===== src/rtl/rv_iopmp_pkg.sv =====
// Shared types for the IOPMP configuration-port arbiter: FSM state encoding,
// default register request/response structs and the default watchdog limit.
package rv_iopmp_pkg;

  localparam int unsigned DEFAULT_TIMEOUT_CYCLES = 256;
  localparam int unsigned REG_AW = 32;
  localparam int unsigned REG_DW = 32;

  typedef enum logic [1:0] {
    ARB_IDLE = 2'd0,
    ARB_BUSY = 2'd1,
    ARB_RESP = 2'd2
  } arb_state_e;

  typedef struct packed {
    logic [REG_AW-1:0]   addr;
    logic                write;
    logic [REG_DW-1:0]   wdata;
    logic [REG_DW/8-1:0] wstrb;
    logic                valid;
  } reg_req_default_t;

  typedef struct packed {
    logic [REG_DW-1:0] rdata;
    logic              error;
    logic              ready;
  } reg_rsp_default_t;

endpackage


===== src/rtl/rv_iopmp_rr_pick.sv =====
// Combinational round-robin search: first set bit of valid_i at or after
// ptr_i, wrapping modulo NUM_REQ.
module rv_iopmp_rr_pick
  import rv_iopmp_pkg::*;
#(
  parameter int unsigned NUM_REQ = 2,
  parameter int unsigned IDX_W   = $clog2(NUM_REQ)
) (
  input  logic [NUM_REQ-1:0] valid_i,
  input  logic [IDX_W-1:0]   ptr_i,
  output logic [IDX_W-1:0]   idx_o,
  output logic               found_o
);

  logic [IDX_W:0] cand;

  // Walk offsets from farthest to nearest so the nearest valid one wins.
  always_comb begin
    idx_o   = '0;
    found_o = 1'b0;
    cand    = '0;
    for (int i = NUM_REQ - 1; i >= 0; i--) begin
      cand = {1'b0, ptr_i} + (IDX_W+1)'(i);
      if (cand >= (IDX_W+1)'(NUM_REQ)) begin
        cand = cand - (IDX_W+1)'(NUM_REQ);
      end
      if (valid_i[cand[IDX_W-1:0]]) begin
        idx_o   = cand[IDX_W-1:0];
        found_o = 1'b1;
      end
    end
  end

endmodule


===== src/rtl/rv_iopmp_cfg_arbiter.sv =====
// Round-robin arbiter sharing the IOPMP configuration register port among NUM_REQ masters.
// Optional downstream-stall watchdog is compiled in with RV_IOPMP_CFG_ARB_TIMEOUT_EN.
module rv_iopmp_cfg_arbiter
  import rv_iopmp_pkg::*;
#(
  parameter int unsigned NUM_REQ        = 2,
  parameter int unsigned TIMEOUT_CYCLES = DEFAULT_TIMEOUT_CYCLES,
  parameter type         reg_req_t      = reg_req_default_t,
  parameter type         reg_rsp_t      = reg_rsp_default_t
) (
  input  logic                       clk_i,
  input  logic                       rst_i,
  input  reg_req_t [NUM_REQ-1:0]     req_i,
  output reg_rsp_t [NUM_REQ-1:0]     rsp_o,
  output reg_req_t                   cfg_req_o,
  input  reg_rsp_t                   cfg_rsp_i,
  output logic                       busy_o,
  output logic [$clog2(NUM_REQ)-1:0] gnt_idx_o,
  output logic                       timeout_o
);

  localparam int unsigned IDX_W = $clog2(NUM_REQ);

  arb_state_e         state_q;
  logic [IDX_W-1:0]   gnt_idx_q;
  logic [IDX_W-1:0]   rr_ptr_q;
  logic [IDX_W-1:0]   rr_ptr_d;
  logic [IDX_W-1:0]   pick_idx;
  logic               pick_found;
  logic               cfg_valid_q;
  logic               dropped_q;
  logic               grantee_valid;
  logic [NUM_REQ-1:0] req_valid;
  reg_rsp_t           rsp_q;

  for (genvar k = 0; k < NUM_REQ; k++) begin : g_valid
    assign req_valid[k] = req_i[k].valid;
  end

  rv_iopmp_rr_pick #(
    .NUM_REQ (NUM_REQ),
    .IDX_W   (IDX_W)
  ) u_rr_pick (
    .valid_i (req_valid),
    .ptr_i   (rr_ptr_q),
    .idx_o   (pick_idx),
    .found_o (pick_found)
  );

  assign grantee_valid = req_i[gnt_idx_q].valid;
  assign rr_ptr_d      = (gnt_idx_q == IDX_W'(NUM_REQ - 1)) ? '0 : gnt_idx_q + IDX_W'(1);

`ifdef RV_IOPMP_CFG_ARB_TIMEOUT_EN
  localparam int unsigned CNT_W = $clog2(TIMEOUT_CYCLES + 1);

  logic [CNT_W-1:0] wd_cnt_q;
  logic [CNT_W-1:0] wd_cnt_d;
  logic             wd_expired;
  logic             timeout_q;

  assign wd_cnt_d   = wd_cnt_q + CNT_W'(1);
  assign wd_expired = (wd_cnt_d == CNT_W'(TIMEOUT_CYCLES));
  assign timeout_o  = timeout_q;
`else
  assign timeout_o  = 1'b0;
`endif

  always_ff @(posedge clk_i) begin
    if (rst_i) begin
      state_q     <= ARB_IDLE;
      gnt_idx_q   <= '0;
      rr_ptr_q    <= '0;
      cfg_valid_q <= 1'b0;
      dropped_q   <= 1'b0;
      rsp_q       <= '0;
`ifdef RV_IOPMP_CFG_ARB_TIMEOUT_EN
      wd_cnt_q    <= '0;
      timeout_q   <= 1'b0;
`endif
    end else begin
      rsp_q.ready <= 1'b0;
`ifdef RV_IOPMP_CFG_ARB_TIMEOUT_EN
      timeout_q   <= 1'b0;
`endif
      unique case (state_q)
        ARB_IDLE: begin
          if (pick_found) begin
            gnt_idx_q   <= pick_idx;
            cfg_valid_q <= 1'b1;
            dropped_q   <= 1'b0;
`ifdef RV_IOPMP_CFG_ARB_TIMEOUT_EN
            wd_cnt_q    <= '0;
`endif
            state_q     <= ARB_BUSY;
          end
        end
        ARB_BUSY: begin
          // A withdrawn grantee still lets the downstream access finish; only the reply is dropped.
          if (!grantee_valid) begin
            dropped_q <= 1'b1;
          end
          if (cfg_rsp_i.ready) begin
            rsp_q.rdata <= cfg_rsp_i.rdata;
            rsp_q.error <= cfg_rsp_i.error;
            rsp_q.ready <= grantee_valid & ~dropped_q;
            cfg_valid_q <= 1'b0;
            state_q     <= ARB_RESP;
          end
`ifdef RV_IOPMP_CFG_ARB_TIMEOUT_EN
          else if (wd_expired) begin
            rsp_q.rdata <= '0;
            rsp_q.error <= 1'b1;
            rsp_q.ready <= grantee_valid & ~dropped_q;
            cfg_valid_q <= 1'b0;
            timeout_q   <= 1'b1;
            state_q     <= ARB_RESP;
          end else begin
            wd_cnt_q <= wd_cnt_d;
          end
`endif
        end
        ARB_RESP: begin
          rr_ptr_q <= rr_ptr_d;
          state_q  <= ARB_IDLE;
        end
        default: state_q <= ARB_IDLE;
      endcase
    end
  end

  always_comb begin
    cfg_req_o       = req_i[gnt_idx_q];
    cfg_req_o.valid = cfg_valid_q;
  end

  always_comb begin
    rsp_o = '0;
    if (rsp_q.ready) begin
      rsp_o[gnt_idx_q] = rsp_q;
    end
  end

  assign busy_o    = (state_q != ARB_IDLE);
  assign gnt_idx_o = gnt_idx_q;

endmodule


===== config.mk =====
export PLATFORM = sky130hd
export DESIGN_NAME = rv_iopmp_cfg_arbiter
export DESIGN_NICKNAME = d
export VERILOG_FILES = /design/src/rtl/rv_iopmp_pkg.sv /design/src/rtl/rv_iopmp_rr_pick.sv /design/src/rtl/rv_iopmp_cfg_arbiter.sv
export SDC_FILE = /design/constraint.sdc
export NUM_CORES = 1
export LEC_CHECK = 0
export BUFFER_PORTS_ARGS = -buffer_cell sky130_fd_sc_hd__buf_2
export CAP_MARGIN = 15
export CORE_AREA = 2 2 125 127
export CTS_CLUSTER_DIAMETER = 30
export DETAILED_ROUTE_END_ITERATION = 7
export DIE_AREA = 0 0 127 129
export GPL_ROUTABILITY_DRIVEN = 0
export PLACE_DENSITY = 0.51
export SYNTH_ARGS = -nofsm -noshare
export SYNTH_HDL_FRONTEND = slang
export SYNTH_HIERARCHICAL = 1
export SYNTH_SLANG_ARGS = --single-unit
export TNS_END_PERCENT = 20

===== constraint.sdc =====
create_clock -name clk_i -period 1.43 [get_ports clk_i]
set_input_delay 0.0715 -clock clk_i [delete_from_list [all_inputs] [get_ports clk_i]]
set_output_delay 0.0715 -clock clk_i [all_outputs]
set_load 0.005 [all_outputs]

==> impl_metrics.csv, run 1 <==
group,metric,value,unit
run_status,status,"finished, violations left",
run_status,violations,"negative setup slack",
pwr,pwr-share-comb,33.1,%
clock_network,cts-root-buf,"clkbuf_16",
worst_setup_path,crit_required,1.36,ns
placed_design,dpl_cell_area,4600,um^2
pwr,clock_power_share,33.1,%
timing,whs,0.0238,ns
cells_and_area,fill_cells,1609,
pwr,switching_share,26.5,%
flow_run,drv_cap,0,
global_route,grt_start_max_net_pins,44,
timing,maxSlewViolCount,0,
cells_and_area,final_cells,842,
worst_setup_path,cp_slowest_cell,"dfxtp_4",
synthesis,synth-seq-area-share,28.2,%
die,std_cell_rows,45,
worst_setup_path,path_cells,"buf_12 -> buf_12 -> mux2_2 -> buf_2",
route,num_vias,3632,
route,initialDrtViolationCount,117,
pwr,power.switching,0.000954,W
clock_network,cts_buffer_depth,2,
clock_network,h-tree-depth,2,
pwr,vdd_ir_drop_max,447,uV
placed_design,place.detailed.hpwl,11400,um
route,drt-pass1-iter-count,4,
route,drc,0,
die,die_h,129,um
timing,finalHoldViolations,0,
timing,setup_viol,77,
worst_setup_path,cp-end-kind,"primary output",
placed_design,numPortBuffers,315,
cells_and_area,fin_nets,828,
pwr,power.leakage,2.88,nW
worst_setup_path,crit_arrival,1.43,ns
synthesis,ys.warnings.count,6,
timing,fin_skew,0.00545,ns
global_route,antenna_found_initial,1,
timing,rsz0062_at_grt,"true",
clock_network,cts_hold_buf,0,
route,wire_per_inst,17.7,um
route,via_per_inst,4.31,
clock_network,cts_tree,"built",
synthesis,ys_ff_latch,40,
global_route,grt_pass1_vias,3258,
die,io_pins,317,
route,drtAntennaViolNets,0,
global_route,globalRoute.totalOverflow,0,
cells_and_area,multi_input_area,1960,um^2
pwr,p_per_area,666,nW/um^2
synthesis,ys_types,32,
clock_network,cts.clk_slew.worst_paths,0.06,ns
die,die_area,16400,um^2
synthesis,synth.avg_cell_area,8.48,um^2
global_route,grt_pass1_wl,18800,um
synthesis,syn-cell-area,2840,um^2
route,routed_wl,14900,um
cells_and_area,drive_gt1_share,66.2,%
cells_and_area,fin_area,5410,um^2
synthesis,syn_nets,511,
worst_setup_path,cp_max_fo,10,
clock_network,clkLatencyLatePin,0.27,ns
clock_network,numClockSinks,40,
worst_setup_path,critPathTopFamily,"buffers and inverters",
worst_setup_path,crit_path_start_kind,"register",
placed_design,place_inst,819,
worst_setup_path,crit_top_cell,"buf_12",
timing,period_share,105,%
die,fp.coreArea,15000,um^2
die,initial_core_util,19.0,%
global_route,gr-usage-all-layers,14.9,%
synthesis,synth_cells,335,
pwr,pwr-share-seq,33.8,%
worst_setup_path,crit_type,"reg2out",
min_path,worstHoldPathType,"in2reg",
cells_and_area,final-seq-area,806,um^2
die,die_x,127,um
timing,setup_slack,-0.0683,ns
cells_and_area,areaGrowthSynthToFinish,90.4,%
worst_setup_path,max_stage_delay,0.38,ns
worst_setup_path,crit_buf_inv,3,
pwr,internal_power,0.00265,W
clock_network,cts_buffers,5,
timing,layout_min_cycle_time,1.50,ns
timing,max_freq,667,MHz
[layer usage]
layer / GRT usage (%) / vias up / part of all wire [%]
met5: 0 / - / 0
met4: 2.52 / 0 / 1.9
met3: 2.66 / 18 / 5.7
met2: 27.5 / 159 / 51
met1: 18.5 / 1693 / 41
li1: - / 1762 / -
[cell usage after synthesis]
cell / n / area (um^2)
and2_1: 34 / 213
nor4_1: 1 / 6.26
and2b_2: 1 / 8.76
clkbuf_1: 10 / 37.5
mux2_2: 69 / 777
nand3b_4: 1 / 20.0
conb_1: 1 / 3.75
nor3b_1: 1 / 7.51
buf_4: 4 / 30.0
buf_2: 10 / 50.1
and3_1: 33 / 206
o21ai_0: 1 / 5.00
nor2_1: 4 / 15.0
or2_1: 1 / 6.26
nor2b_4: 1 / 13.8
buf_8: 3 / 45.0
and2b_1: 1 / 7.51
and3b_1: 1 / 8.76
buf_6: 5 / 56.3
dfxtp_1: 40 / 801
a2111oi_0: 1 / 8.76
a211oi_1: 1 / 7.51
o31ai_1: 1 / 7.51
o21bai_1: 1 / 7.51
or2_2: 1 / 6.26
inv_1: 3 / 11.3
nand3b_1: 1 / 7.51
a21boi_1: 1 / 7.51
nand2_1: 66 / 248
mux2i_1: 2 / 20.0
a21oi_2: 4 / 35.0
a21oi_1: 31 / 155
[sequential cells by signal, summed over array words and instances (netlist names)]
| name | cells |
|---|---|
| rsp_q | 34 |
| state_q | 2 |
| cfg_valid_q | 1 |
| dropped_q | 1 |
| gnt_idx_o | 1 |
| rr_ptr_q | 1 |
[cell type report]
class	count	share of cell area, %
inverter	3	0.208
sequential	40	14.9
multi-input combinational	260	36.2
tap	188	4.35
clock buffer	7	2.85
timing repair buffer	342	41.4
clock inverter	1	0.0925
antenna	1	0.0463
[cell families after synthesis]
| kind of cell | after synthesis | synth area share (%) |
|---|---|---|
| compound gates | 41 | 8.24 |
| buf+inv | 35 | 8.11 |
| simple gates | 147 | 27.3 |
| mux | 71 | 28.1 |
| other cells | 1 | 0.132 |
| flops | 40 | 28.2 |
[metrics by stage]
step | utilization, % | worst slack [ns] | total power [W] | setup TNS (ns)
global placement | 30.7 | 0.167 | 0.00217 | 0
detailed placement | 30.7 | 0.186 | 0.00217 | 0
CTS | 31.9 | -0.105 | 0.00338 | -4.88
finish | 36.1 | -0.0683 | 0.00360 | -2.41
floorplan | - | 0.264 | 0.00167 | 0
global route | 36.1 | -0.0979 | 0.00378 | -7.30
[cell usage in the layout, fill, tap and decap left out, types with 2 or more instances in the layout]
| cell type | n |
|---|---|
| buf_8 | 2 |
| mux2_2 | 35 |
| buf_12 | 6 |
| inv_1 | 3 |
| buf_4 | 9 |
| clkbuf_16 | 12 |
| mux2_4 | 34 |
| buf_2 | 278 |
| and2_1 | 34 |
| nor2_1 | 4 |
| buf_6 | 40 |
| and3_1 | 29 |
| mux2i_1 | 2 |
| a21oi_2 | 4 |
| dfxtp_1 | 38 |
| nand2_1 | 66 |
| a21oi_1 | 31 |
| and3_4 | 4 |
[worst min-delay path, cell delays in order]
cell	delay, ns
buf_2	0.09
nand2_1	0.04
a21oi_1	0.05
[power by group through the flow]
| stage | sequential (W) | combinational, W | clock [W] |
|---|---|---|---|
| floorplan | 0.00122 | 0.000449 | 0 |
| global placement | 0.00124 | 0.000924 | 0 |
| detailed placement | 0.00124 | 0.000923 | 0 |
| CTS | 0.00122 | 0.000937 | 0.00123 |
| global route | 0.00122 | 0.00128 | 0.00127 |
| finish | 0.00122 | 0.00119 | 0.00119 |
[final timing paths]
check	from	endpoint	slack [ns]	cells after the start
max	gnt_idx_o	cfg_req_o[23]	-0.07	4
min	cfg_rsp_i[8]	rsp_q[8]	0.02	3
max reg2reg	state_q[0]	rsp_q[32]	0.20	4
min reg2reg	dropped_q	rsp_q[0]	0.42	1
[repair_timing]
| action | CTS | global route |
|---|---|---|
| resized for setup | 5 | 81 |
| gates cloned | 0 | 9 |
| endpoints found under the setup margin | 118 | 114 |
| buffers inserted | 0 | 5 |
(Power assumes the default switching activity.)
==> run 2, diff against run 1 <==
Settings changed: PLACE_DENSITY 0.51 to not set.
==> run 2 against run 1 <==
Net effect:
- highest routed layer is now met5
- the flow still finishes with violations (negative setup slack)
- utilization decreased by 0.61 points
- fmax decreased by 2.5%
- critical path depth unchanged
- cell count decreased by 0.59%
==> impl_metrics.csv, run 2 (synthesis results as in run 1) <==
group,metric,value,unit
cells_and_area,drive_gt1_share,65.0,%
global_route,grt_most_used_layer,"met2",
cells_and_area,fin_area,5320,um^2
route,drt-pass1-iter-count,4,
global_route,use_met2,25.5,%
global_route,grt_util_met1,16.3,%
global_route,antenna_found_initial,5,
worst_setup_path,crit_arrival,1.47,ns
cells_and_area,fill_cells,1563,
timing,layout_min_cycle_time,1.54,ns
pwr,internal_power,0.00253,W
worst_setup_path,worstSetupStartpoint,"gnt_idx_o",
cells_and_area,regMostFlops,"rsp_q",
worst_setup_path,cp_slowest_cell,"dfxtp_4",
worst_setup_path,max_stage_delay,0.38,ns
worst_setup_path,crit_path_start_kind,"register",
timing,maxSlewViolCount,0,
run_status,status,"finished, violations left",
die,die_x,127,um
pwr,vdd_ir_drop_max,452,uV
worst_setup_path,crit_type,"reg2out",
die,die_area,16400,um^2
route,via_per_inst,4.38,
route,wire_per_inst,17.3,um
pwr,power.leakage,2.86,nW
route,drc,0,
worst_setup_path,reg2reg_from,"state_q[0]",
clock_network,cts_hold_buf,0,
pwr,clock_power_share,30.5,%
timing,fin_skew,0.00471,ns
worst_setup_path,cp-end-kind,"primary output",
die,std_cell_rows,45,
cells_and_area,final_util,35.5,%
clock_network,cts-root-buf,"clkbuf_16",
clock_network,h-tree-depth,2,
die,fp.coreArea,15000,um^2
run_status,violations,"negative setup slack",
placed_design,place.detailed.hpwl,10600,um
cells_and_area,final_cell_mix,"buf_2, nand2_1, mux2_4, buf_6, dfxtp_1",
die,initial_core_util,19.0,%
timing,finalHoldViolations,0,
clock_network,cts.clk_slew.worst_paths,0.06,ns
die,io_pins,317,
cells_and_area,final_common_cell,"buf_2",
timing,setup_slack,-0.107,ns
cells_and_area,fin_nets,821,
worst_setup_path,path_cells,"buf_12 -> buf_6 -> mux2_2 -> buf_2",
route,initialDrtViolationCount,161,
cells_and_area,largestRegisters,"rsp_q: 34 flops, state_q: 2 flops",
global_route,globalRoute.totalOverflow,0,
pwr,power.switching,0.000935,W
global_route,grt_pass1_wl,17700,um
worst_setup_path,crit_required,1.36,ns
global_route,grt_start_max_net_pins,36,
timing,whs,0.0268,ns
global_route,grt_pass1_vias,3184,
route,routed_wl,14500,um
min_path,worstHoldStart,"cfg_rsp_i[2]",
pwr,pwr-share-seq,34.9,%
placed_design,dpl_cell_area,4540,um^2
route,num_vias,3665,
clock_network,cts_tree,"built",
timing,rsz0062_at_grt,"true",
timing,setup_tns,-4.20,ns
timing,period_share,107,%
timing,max_freq,651,MHz
clock_network,cts_buffer_depth,2,
global_route,gr-usage-all-layers,14.0,%
min_path,worstHoldPathType,"in2reg",
cells_and_area,largest_reg_flops,34,
cells_and_area,areaGrowthSynthToFinish,87.2,%
flow_run,drv_cap,0,
route,drtAntennaViolNets,0,
pwr,p_per_area,652,nW/um^2
pwr,switching_share,27.0,%
global_route,grtUsageMet3,3.04,%
clock_network,cts_buffers,5,
clock_network,clkLatencyLatePin,0.28,ns
timing,setup_viol,96,
pwr,pwr-share-comb,34.6,%
placed_design,numPortBuffers,315,
clock_network,numClockSinks,40,
die,die_h,129,um
worst_setup_path,cp_max_fo,7,
placed_design,pre_cts_ws,0.101,ns
## run 2: cell types whose count changed in the layout (fill, tap and decap cells not counted)
cell       before  now
and3_1         29   33
and3_4          4    0
buf_12          6    4
buf_16          1    3
buf_2         278  275
buf_4           9    7
buf_6          40   42
buf_8           2    1
clkbuf_16      12    8
dfxtp_1        38   39
dfxtp_2         1    0
diode_2         1    4
mux2_2         35   27
mux2_4         34   42
## run 2: path summary, 6_finish.rpt
kind | to | slack (ns) | cells past startpoint
worst max-delay path | cfg_req_o[30] | -0.11 | 4
worst min register to register | rsp_q[0] | 0.44 | 1
worst max register to register | rsp_q[0] | 0.09 | 3
worst min-delay path | rsp_q[2] | 0.03 | 3
## run 2: cell type report
class	instances	area [um^2]	area share, %
Sequential cell	40	805	15.1
Antenna cell	4	10.0	0.188
Timing Repair Buffer	335	2150	40.5
Clock buffer	6	129	2.42
Clock inverter	1	5.00	0.0941
Multi-Input combinational cell	260	1970	37.0
Tap cell	188	235	4.42
Inverter	3	11.3	0.212
## run 2: worst max-delay path, delay by kind of cell (launching register included)
family / cells / cell delay [ns]
buffers and inverters: 3 / 0.46
multiplexers: 1 / 0.35
flip-flops: 1 / 0.38
## run 2: through the flow
stage / cells / power, W
2_1_floorplan: 335 / 0.00167
3_3_place_gp: 815 / 0.00213
3_5_place_dp: 815 / 0.00213
4_1_cts: 823 / 0.00329
5_1_grt: 837 / 0.00363
6_report: 837 / 0.00347
## run 2: what timing repair did
item / CTS / global route
resized for setup: 32 / 62
endpoints found under the setup margin: 69 / 98
buffers inserted: 0 / 5
cloned: 1 / 5
## run 2: layer usage
| metal | routed length [um] | part of all wire [%] | vias to the layer above |
|---|---|---|---|
| met4 | 502 | 3.5 | 2 |
| li1 | - | - | 1748 |
| met5 | 13 | 0.090 | - |
| met3 | 968 | 6.7 | 28 |
| met1 | 5500 | 38 | 1696 |
| met2 | 7510 | 52 | 191 |
## run 2: power groups by stage
stage                     clock [W]  combinational (W)  sequential, W
after floorplan                   0           0.000449        0.00122
after global placement            0           0.000890        0.00123
after detailed placement          0           0.000895        0.00124
after CTS                   0.00110           0.000980        0.00122
after global routing        0.00113            0.00128        0.00122
final                       0.00106            0.00120        0.00121
